### src/rtl/uart_pkg.sv
// Shared definitions for the memory-mapped UART transmitter.
// Contents: transmitter FSM state type, default baud divider and default
// register address, and a saturating counter helper.
package uart_pkg;

    // Transmitter frame sequencing states.
    typedef enum logic [1:0] {
        ST_IDLE  = 2'd0,
        ST_START = 2'd1,
        ST_DATA  = 2'd2,
        ST_STOP  = 2'd3
    } uart_state_e;

    // 50 MHz system clock / 115200 baud.
    localparam int unsigned CLK_DIV_DEFAULT = 434;

    // Byte address of the transmit data register.
    localparam logic [31:0] TX_ADDR_DEFAULT = 32'hFFFF_FF00;

    // Increment an 8-bit counter, holding at its maximum value.
    function automatic logic [7:0] sat_inc8(input logic [7:0] value);
        if (value == 8'hFF) begin
            return 8'hFF;
        end else begin
            return value + 8'd1;
        end
    endfunction

endpackage

### src/rtl/mmio_uart_tx_if.sv
// Processor store bus as seen by the UART transmitter.
// Signals: MemWrite (store strobe), DataAdr (byte address), WriteData (store data).
// Modports: master drives the bus (processor / testbench), slave observes it (UART).
interface mmio_uart_tx_if;
    logic        MemWrite;
    logic [31:0] DataAdr;
    logic [31:0] WriteData;

    modport master (
        output MemWrite,
        output DataAdr,
        output WriteData
    );

    modport slave (
        input MemWrite,
        input DataAdr,
        input WriteData
    );
endinterface

### src/rtl/sync_fifo.sv
// Single-clock FIFO with first-word-fall-through head output.
// Ports:
//   clk, reset   : system clock, synchronous active-high reset (empties the FIFO)
//   push, wdata  : write request and data; ignored when full
//   pop          : consume the head entry; ignored when empty
//   data         : current head entry (valid while empty=0)
//   full, empty  : derived from the registered occupancy count
//   count        : number of entries held, 0..DEPTH
module sync_fifo #(
    parameter int unsigned DEPTH = 8,
    parameter int unsigned WIDTH = 8
) (
    input  logic                     clk,
    input  logic                     reset,
    input  logic                     push,
    input  logic [WIDTH-1:0]         wdata,
    input  logic                     pop,
    output logic [WIDTH-1:0]         data,
    output logic                     full,
    output logic                     empty,
    output logic [$clog2(DEPTH):0]   count
);
    localparam int unsigned AW = $clog2(DEPTH);
    localparam int unsigned CW = AW + 1;

    logic [WIDTH-1:0] mem_r [DEPTH];
    logic [AW-1:0]    wr_ptr_r;
    logic [AW-1:0]    rd_ptr_r;
    logic [CW-1:0]    count_r;
    logic             push_ok_s;
    logic             pop_ok_s;

    // Qualify requests against the registered occupancy.
    always_comb begin
        push_ok_s = push && (count_r != CW'(DEPTH));
        pop_ok_s  = pop && (count_r != {CW{1'b0}});
    end

    // Storage array; contents need no reset because count gates visibility.
    always_ff @(posedge clk) begin
        if (push_ok_s && !reset) begin
            mem_r[wr_ptr_r] <= wdata;
        end
    end

    // Pointers wrap naturally modulo DEPTH; count tracks net occupancy.
    always_ff @(posedge clk) begin
        if (reset) begin
            wr_ptr_r <= {AW{1'b0}};
            rd_ptr_r <= {AW{1'b0}};
            count_r  <= {CW{1'b0}};
        end else begin
            if (push_ok_s) begin
                wr_ptr_r <= wr_ptr_r + AW'(1);
            end else begin
                wr_ptr_r <= wr_ptr_r;
            end
            if (pop_ok_s) begin
                rd_ptr_r <= rd_ptr_r + AW'(1);
            end else begin
                rd_ptr_r <= rd_ptr_r;
            end
            case ({push_ok_s, pop_ok_s})
                2'b10:   count_r <= count_r + CW'(1);
                2'b01:   count_r <= count_r - CW'(1);
                default: count_r <= count_r;
            endcase
        end
    end

    assign data  = mem_r[rd_ptr_r];
    assign full  = (count_r == CW'(DEPTH));
    assign empty = (count_r == {CW{1'b0}});
    assign count = count_r;

endmodule

### src/rtl/mmio_uart_tx.sv
// Memory-mapped UART transmitter (8N1) with a transmit FIFO.
// A processor store to TX_ADDR queues WriteData[7:0]; the FSM drains the
// FIFO one frame at a time: start bit, 8 data bits LSB first, stop bit,
// each CLK_DIV cycles long. Stores arriving while the FIFO is full are
// dropped and counted.
// Ports:
//   clk, reset    : system clock, synchronous active-high reset
//   bus           : processor store bus (slave modport)
//   tx            : serial line, idle high, registered
//   busy          : frame in progress or bytes still queued
//   fifo_full     : FIFO holds DEPTH entries
//   overflow_cnt  : saturating count of dropped stores
module mmio_uart_tx
    import uart_pkg::*;
#(
    parameter int unsigned CLK_DIV = CLK_DIV_DEFAULT,
    parameter int unsigned DEPTH   = 8,
    parameter logic [31:0] TX_ADDR = TX_ADDR_DEFAULT
) (
    input  logic                 clk,
    input  logic                 reset,
    mmio_uart_tx_if.slave        bus,
    output logic                 tx,
    output logic                 busy,
    output logic                 fifo_full,
    output logic [7:0]           overflow_cnt
);
    localparam int unsigned CW       = $clog2(DEPTH) + 1;
    localparam logic [15:0] BAUD_MAX = 16'(CLK_DIV - 1);

    uart_state_e    state_r;
    logic           tx_r;
    logic [15:0]    baud_r;
    logic [2:0]     bit_idx_r;
    logic [7:0]     shift_r;
    logic [7:0]     ovf_r;

    logic           hit_s;
    logic           push_s;
    logic           drop_s;
    logic           pop_s;
    logic           bit_end_s;
    logic [7:0]     head_s;
    logic           full_s;
    logic           empty_s;
    logic [CW-1:0]  count_s;
    logic           unused_wdata_s;

    // Only the low byte of a store is transmitted.
    assign unused_wdata_s = ^bus.WriteData[31:8];

    // Decode stores to the data register; full is the registered count,
    // so a store colliding with a pop on a full FIFO is still dropped.
    always_comb begin
        hit_s     = bus.MemWrite && (bus.DataAdr == TX_ADDR);
        push_s    = 1'b0;
        drop_s    = 1'b0;
        pop_s     = 1'b0;
        bit_end_s = (baud_r == BAUD_MAX);
        if (reset) begin
            push_s = 1'b0;
            drop_s = 1'b0;
            pop_s  = 1'b0;
        end else begin
            if (hit_s) begin
                if (full_s) begin
                    drop_s = 1'b1;
                end else begin
                    push_s = 1'b1;
                end
            end else begin
                push_s = 1'b0;
                drop_s = 1'b0;
            end
            pop_s = (state_r == ST_IDLE) && !empty_s;
        end
    end

    sync_fifo #(
        .DEPTH (DEPTH),
        .WIDTH (8)
    ) u_fifo (
        .clk   (clk),
        .reset (reset),
        .push  (push_s),
        .wdata (bus.WriteData[7:0]),
        .pop   (pop_s),
        .data  (head_s),
        .full  (full_s),
        .empty (empty_s),
        .count (count_s)
    );

    // Dropped-store counter, saturating at 255.
    always_ff @(posedge clk) begin
        if (reset) begin
            ovf_r <= 8'd0;
        end else if (drop_s) begin
            ovf_r <= sat_inc8(ovf_r);
        end else begin
            ovf_r <= ovf_r;
        end
    end

    // Frame sequencer: the baud counter restarts at every bit boundary and
    // state change, and IDLE always occupies at least one cycle.
    always_ff @(posedge clk) begin
        if (reset) begin
            state_r   <= ST_IDLE;
            tx_r      <= 1'b1;
            baud_r    <= 16'd0;
            bit_idx_r <= 3'd0;
            shift_r   <= 8'd0;
        end else begin
            case (state_r)
                ST_IDLE: begin
                    baud_r    <= 16'd0;
                    bit_idx_r <= 3'd0;
                    if (!empty_s) begin
                        shift_r <= head_s;
                        tx_r    <= 1'b0;
                        state_r <= ST_START;
                    end else begin
                        tx_r    <= 1'b1;
                    end
                end
                ST_START: begin
                    if (bit_end_s) begin
                        baud_r    <= 16'd0;
                        bit_idx_r <= 3'd0;
                        tx_r      <= shift_r[0];
                        state_r   <= ST_DATA;
                    end else begin
                        baud_r    <= baud_r + 16'd1;
                    end
                end
                ST_DATA: begin
                    if (bit_end_s) begin
                        baud_r <= 16'd0;
                        if (bit_idx_r == 3'd7) begin
                            tx_r    <= 1'b1;
                            state_r <= ST_STOP;
                        end else begin
                            bit_idx_r <= bit_idx_r + 3'd1;
                            tx_r      <= shift_r[bit_idx_r + 3'd1];
                        end
                    end else begin
                        baud_r <= baud_r + 16'd1;
                    end
                end
                ST_STOP: begin
                    if (bit_end_s) begin
                        baud_r  <= 16'd0;
                        tx_r    <= 1'b1;
                        state_r <= ST_IDLE;
                    end else begin
                        baud_r  <= baud_r + 16'd1;
                    end
                end
                default: begin
                    state_r   <= ST_IDLE;
                    tx_r      <= 1'b1;
                    baud_r    <= 16'd0;
                    bit_idx_r <= 3'd0;
                end
            endcase
        end
    end

    assign tx           = tx_r;
    assign busy         = (state_r != ST_IDLE) || (count_s != {CW{1'b0}});
    assign fifo_full    = full_s;
    assign overflow_cnt = ovf_r;

endmodule

### src/flat_wrapper.sv
// flat-port wrapper written by rule: the top's interface ports become plain ports
module mmio_uart_tx_flat import uart_pkg::*;
#(
    parameter int unsigned CLK_DIV = CLK_DIV_DEFAULT,
    parameter int unsigned DEPTH   = 8,
    parameter logic [31:0] TX_ADDR = TX_ADDR_DEFAULT
)
  (clk, reset, tx, busy, fifo_full, overflow_cnt, bus_MemWrite, bus_DataAdr, bus_WriteData);
  mmio_uart_tx_if bus_i ();
  input  logic clk;
  input  logic reset;
  output logic tx;
  output logic busy;
  output logic fifo_full;
  output logic [7:0] overflow_cnt;
  input wire logic [$bits(bus_i.MemWrite)-1:0] bus_MemWrite;
  input wire logic [$bits(bus_i.DataAdr)-1:0] bus_DataAdr;
  input wire logic [$bits(bus_i.WriteData)-1:0] bus_WriteData;
  assign bus_i.MemWrite = bus_MemWrite;
  assign bus_i.DataAdr = bus_DataAdr;
  assign bus_i.WriteData = bus_WriteData;
  mmio_uart_tx #(.CLK_DIV(CLK_DIV), .DEPTH(DEPTH), .TX_ADDR(TX_ADDR)) u_core (.clk(clk), .reset(reset), .bus(bus_i), .tx(tx), .busy(busy), .fifo_full(fifo_full), .overflow_cnt(overflow_cnt));
endmodule
### config.mk
export PLATFORM = sky130hd
export DESIGN_NAME = mmio_uart_tx_flat
export DESIGN_NICKNAME = d
export VERILOG_FILES = /design/src/rtl/uart_pkg.sv /design/src/rtl/mmio_uart_tx_if.sv /design/src/rtl/sync_fifo.sv /design/src/rtl/mmio_uart_tx.sv /design/src/flat_wrapper.sv
export SDC_FILE = /design/constraint.sdc
export NUM_CORES = 1
export LEC_CHECK = 0
export ABC_AREA = 1
export CORE_UTILIZATION = 43
export CTS_CLUSTER_SIZE = 25
export DETAILED_ROUTE_END_ITERATION = 8
export PLACE_DENSITY_LB_ADDON = 0.3
export SYNTH_ARGS = -nofsm -noshare
export SYNTH_HDL_FRONTEND = slang
export SYNTH_SLANG_ARGS = --single-unit
### constraint.sdc
create_clock -name clk -period 3 [get_ports clk]
set_input_delay 0.3 -clock clk [delete_from_list [all_inputs] [get_ports clk]]
set_output_delay 0.3 -clock clk [all_outputs]
set_load 0.005 [all_outputs]
==> results.yml <==
clock_network:
  root_buffer: "clkbuf_16"
  h-tree-depth: 3
  ctsResizeCount: 0
  post-cts-setup-buffer-count: 0
  cts_tree: "built"
  clock_latency_ns: 0.35
  cts_buffers: 9
  clock_path_buffers: 2
  clkSinkCount: 112
  path_clk_slew_ns: 0.08
  postCtsHoldBufs: 0
power:
  total_power_mw: 3.891
  p_int_mw: 2.665
  power.density_nw_per_um2: 607.0
  vdd_drop_max_mv: 0.4511
  seqPwrFrac: 0.461
  swShare: 0.3152
  switchingPower_mw: 1.226
  power.leakage_nw: 2.374
  power_frac_comb: 0.249
  pwr-share-clk: 0.290
placement:
  dp_hpwl_um: 7710
  dp_cells: 830
  gp_congestion: 0.8235
  port_buffers: 53
status:
  status: "finished clean"
logic_synthesis:
  synth_flop_cell: "edfxtp_1"
  synth_compound_area_frac: 0.1116
  ys_seq_elements: 112
  synth.mux.area_fraction: 0
  synth_nets: 694
  ys_warn_count: 0
  yosysUniqueCellTypes: 39
  postSynthCellCount: 611
  synthTopCellsByArea: "edfxtp_1 36%, dfxtp_1 18%, nor2_1 7.5%"
  async_flop_share: 0
  ys_seq_area_frac: 0.5392
  syn_area_per_cell_um2: 8.750
  synth_top_family_by_area: "simple AND/OR/NAND/NOR gates"
  synth_adder_area_share: 0.03885
  yosys.area.top_type: "edfxtp_1"
  synthSimpleGateAreaFrac: 0.2483
  syn_area_um2: 5346
  synth_edf_count: 64
  synth-xor-area-share: 0.006553
  synth_top_area_frac: 0.3595
global_route:
  grt_pass1_wl_um: 18660
  grt_pass1_vias: 4046
  overflow: 0
  antenna_found_initial: 0
  grt_use_total: 0.1854
  grt_max_degree: 35
drt:
  drt_wl_total_um: 11140
  drt-wirelength-per-cell_um: 13.17
  vias: 4280
  drc_errors: 0
  drtIter0Drc: 270
  drtPass1Iterations: 5
  vias_per_cell: 5.059
  ant_nets: 0
setup_path:
  r2r_slack_ns: 0.60
  cpPeakStageDelay_ns: 0.45
  startpoint_type: "input pin"
  cp_data_arrival_time_ns: 2.85
  r2r_cells: 13
  worstPathRequired_ns: 3.24
  crit_slowest_cell: "clkdlybuf4s50_1"
  worstPathMaxFanout: 5
  r2r-end: "u_core.u_fifo.count[3]"
  end_kind: "flop"
  r2r-start: "u_core.u_fifo.count[0]"
  crit_chain: "clkdlybuf4s50_1, nand2_1, nor2_1, nand2_1, nand3b_1, nor2_4, nand2_4, nor2_8, inv_2, ha_1, ha_1, a21oi_1, nand2_1, a21oi_1, o21ai_0, o21ai_0, a21oi_1"
  critPathKind: "in2reg"
timing:
  final_max_slew_viol_count: 0
  finalSetupTns_ns: 0
  fmax_ghz: 0.3838
  setup_viol: 0
  worst_pin_slew_ns: 0.6681
  fin_crit_ns: 2.606
  hold_violations: 0
  rsz0062_at_grt: "false"
  fin_crit_sh: 0.8686
  skew_ns: 0.008931
  maxSlewHeadroom: 0.5540
worst_hold_path:
  worstHoldEndpoint: "u_core.baud_r[0]"
  hold_class: "reg2reg"
  holdPathStages: 1
  hp-start: "u_core.baud_r[0]"
floorplan:
  dieArea_um2: 12880
  initial_core_util: 0.4433
  rows: 40
  die_w_um: 113.5
  core_um2: 12060
  ios: 78
  die_h_um: 113.5
cells_and_area:
  syn2layout_area_growth_pct: 19.89
  nNetsFinal: 756
  layout-drive-gt1-share: 0.09292
  antennaDiodeCount: 0
  fin_cells: 846
  final_core_util: 0.5314
flow_run:
  cap_viol_max_count: 0
cells by family (layout without fill, tap and decap cells):
group	count (synthesis)	count (layout)
AOI/OAI and AO/OA	109	109
DFF	112	112
buffers and inverters	76	143
and+or+nand+nor	294	294
xor gates and xnor gates	4	4
adders and majority gates	16	16
Yosys cell counts (all sizes together), types with 3 or more instances:
cell	instances
nor3b	3
inv	57
o21ai	54
ha	15
nor2	115
nand4	11
nor3	11
o211ai	18
nand3b	3
buf	8
clkbuf	10
a21oi	34
dfxtp	48
or2	4
nand2	107
edfxtp	64
nand3	38
layout make-up:
| type | count | area, um^2 |
|---|---|---|
| fill | 1030 | 5652 |
| sequential | 112 | 2883 |
| multi-input combinational | 423 | 2167 |
| timing repair buffer | 69 | 650.6 |
| clock buffer | 9 | 225.2 |
| inverter | 58 | 217.7 |
| tap | 168 | 210.2 |
| clock inverter | 7 | 56.30 |
cells in the final DEF (no fill, tap or decap), types with 6 or more instances in the layout:
| cell type | netlist | layout |
|---|---|---|
| nor3_1 | 10 | 10 |
| inv_1 | 44 | 44 |
| nand4_1 | 11 | 11 |
| ha_1 | 15 | 15 |
| nor2_2 | 6 | 6 |
| nor2_1 | 107 | 107 |
| clkbuf_16 | 0 | 9 |
| nand3_1 | 36 | 36 |
| inv_2 | 13 | 13 |
| clkdlybuf4s50_1 | 0 | 53 |
| buf_4 | 1 | 16 |
| edfxtp_1 | 64 | 64 |
| o21ai_1 | 19 | 19 |
| o21ai_0 | 35 | 35 |
| o211ai_1 | 18 | 18 |
| dfxtp_1 | 48 | 48 |
| nand2_1 | 101 | 101 |
| a21oi_1 | 34 | 34 |
how the worst max path moves through the flow:
stage	startpoint	end	slack, ns	cells after the start
after CTS	bus_DataAdr[13]	u_core.u_fifo.count[3]	0.42	18
after floorplan	bus_DataAdr[7]	u_core.u_fifo.count[3]	0.66	16
after detailed placement	bus_DataAdr[15]	u_core.u_fifo.count[3]	0.05	17
final	bus_DataAdr[15]	u_core.u_fifo.count[3]	0.39	17
after global placement	bus_DataAdr[7]	u_core.u_fifo.count[3]	0.12	17
after global routing	bus_DataAdr[7]	u_core.u_fifo.count[3]	0.16	17
layer usage:
layer	share of wire	global-route usage	up-vias	wire, um
met2	0.49	0.3220	114	5461
met1	0.43	0.2236	1954	4827
met4	0.026	0.08070	0	295
li1	-	-	2193	-
met5	0	0	-	0
met3	0.050	0.03666	19	556
stage by stage:
stage               cell area (um^2)  setup WS, ns  hold WS [ns]
floorplan                       5346        0.6597        0.3989
global placement                6128        0.1176        0.4452
detailed placement              6128       0.05336        0.4541
CTS                             6410        0.4216        0.4708
global route                    6410        0.1640        0.5005
finish                          6410        0.3942        0.4614
worst max-delay path: cells and delay by family:
kind                     cells  cell delay, ns
AO/OA/AOI/OAI                5            0.63
adder cells (fa/ha/maj)      2            0.59
buffers and inverters        2            0.49
AND/OR/NAND/NOR              8            0.84
power by group through the flow:
stage | clock (mW) | sequential (mW) | combinational, mW
2_1_floorplan | 0 | 1.79 | 0.701
3_3_place_gp | 0 | 1.82 | 0.937
3_5_place_dp | 0 | 1.83 | 0.973
4_1_cts | 1.15 | 1.79 | 0.976
5_1_grt | 1.21 | 1.81 | 1.11
6_report | 1.13 | 1.79 | 0.969
registers in the layout, indices dropped and copies added, names as in the netlist:
name / flops
u_core.baud_r: 16
u_core.bit_idx_r: 3
u_core.overflow_cnt: 8
u_core.shift_r: 8
u_core.state_r: 2
u_core.tx: 1
u_core.u_fifo.count: 4
u_core.u_fifo.mem_r: 64
u_core.u_fifo.rd_ptr_r: 3
u_core.u_fifo.wr_ptr_r: 3
Power figures use the tool's default switching activity.
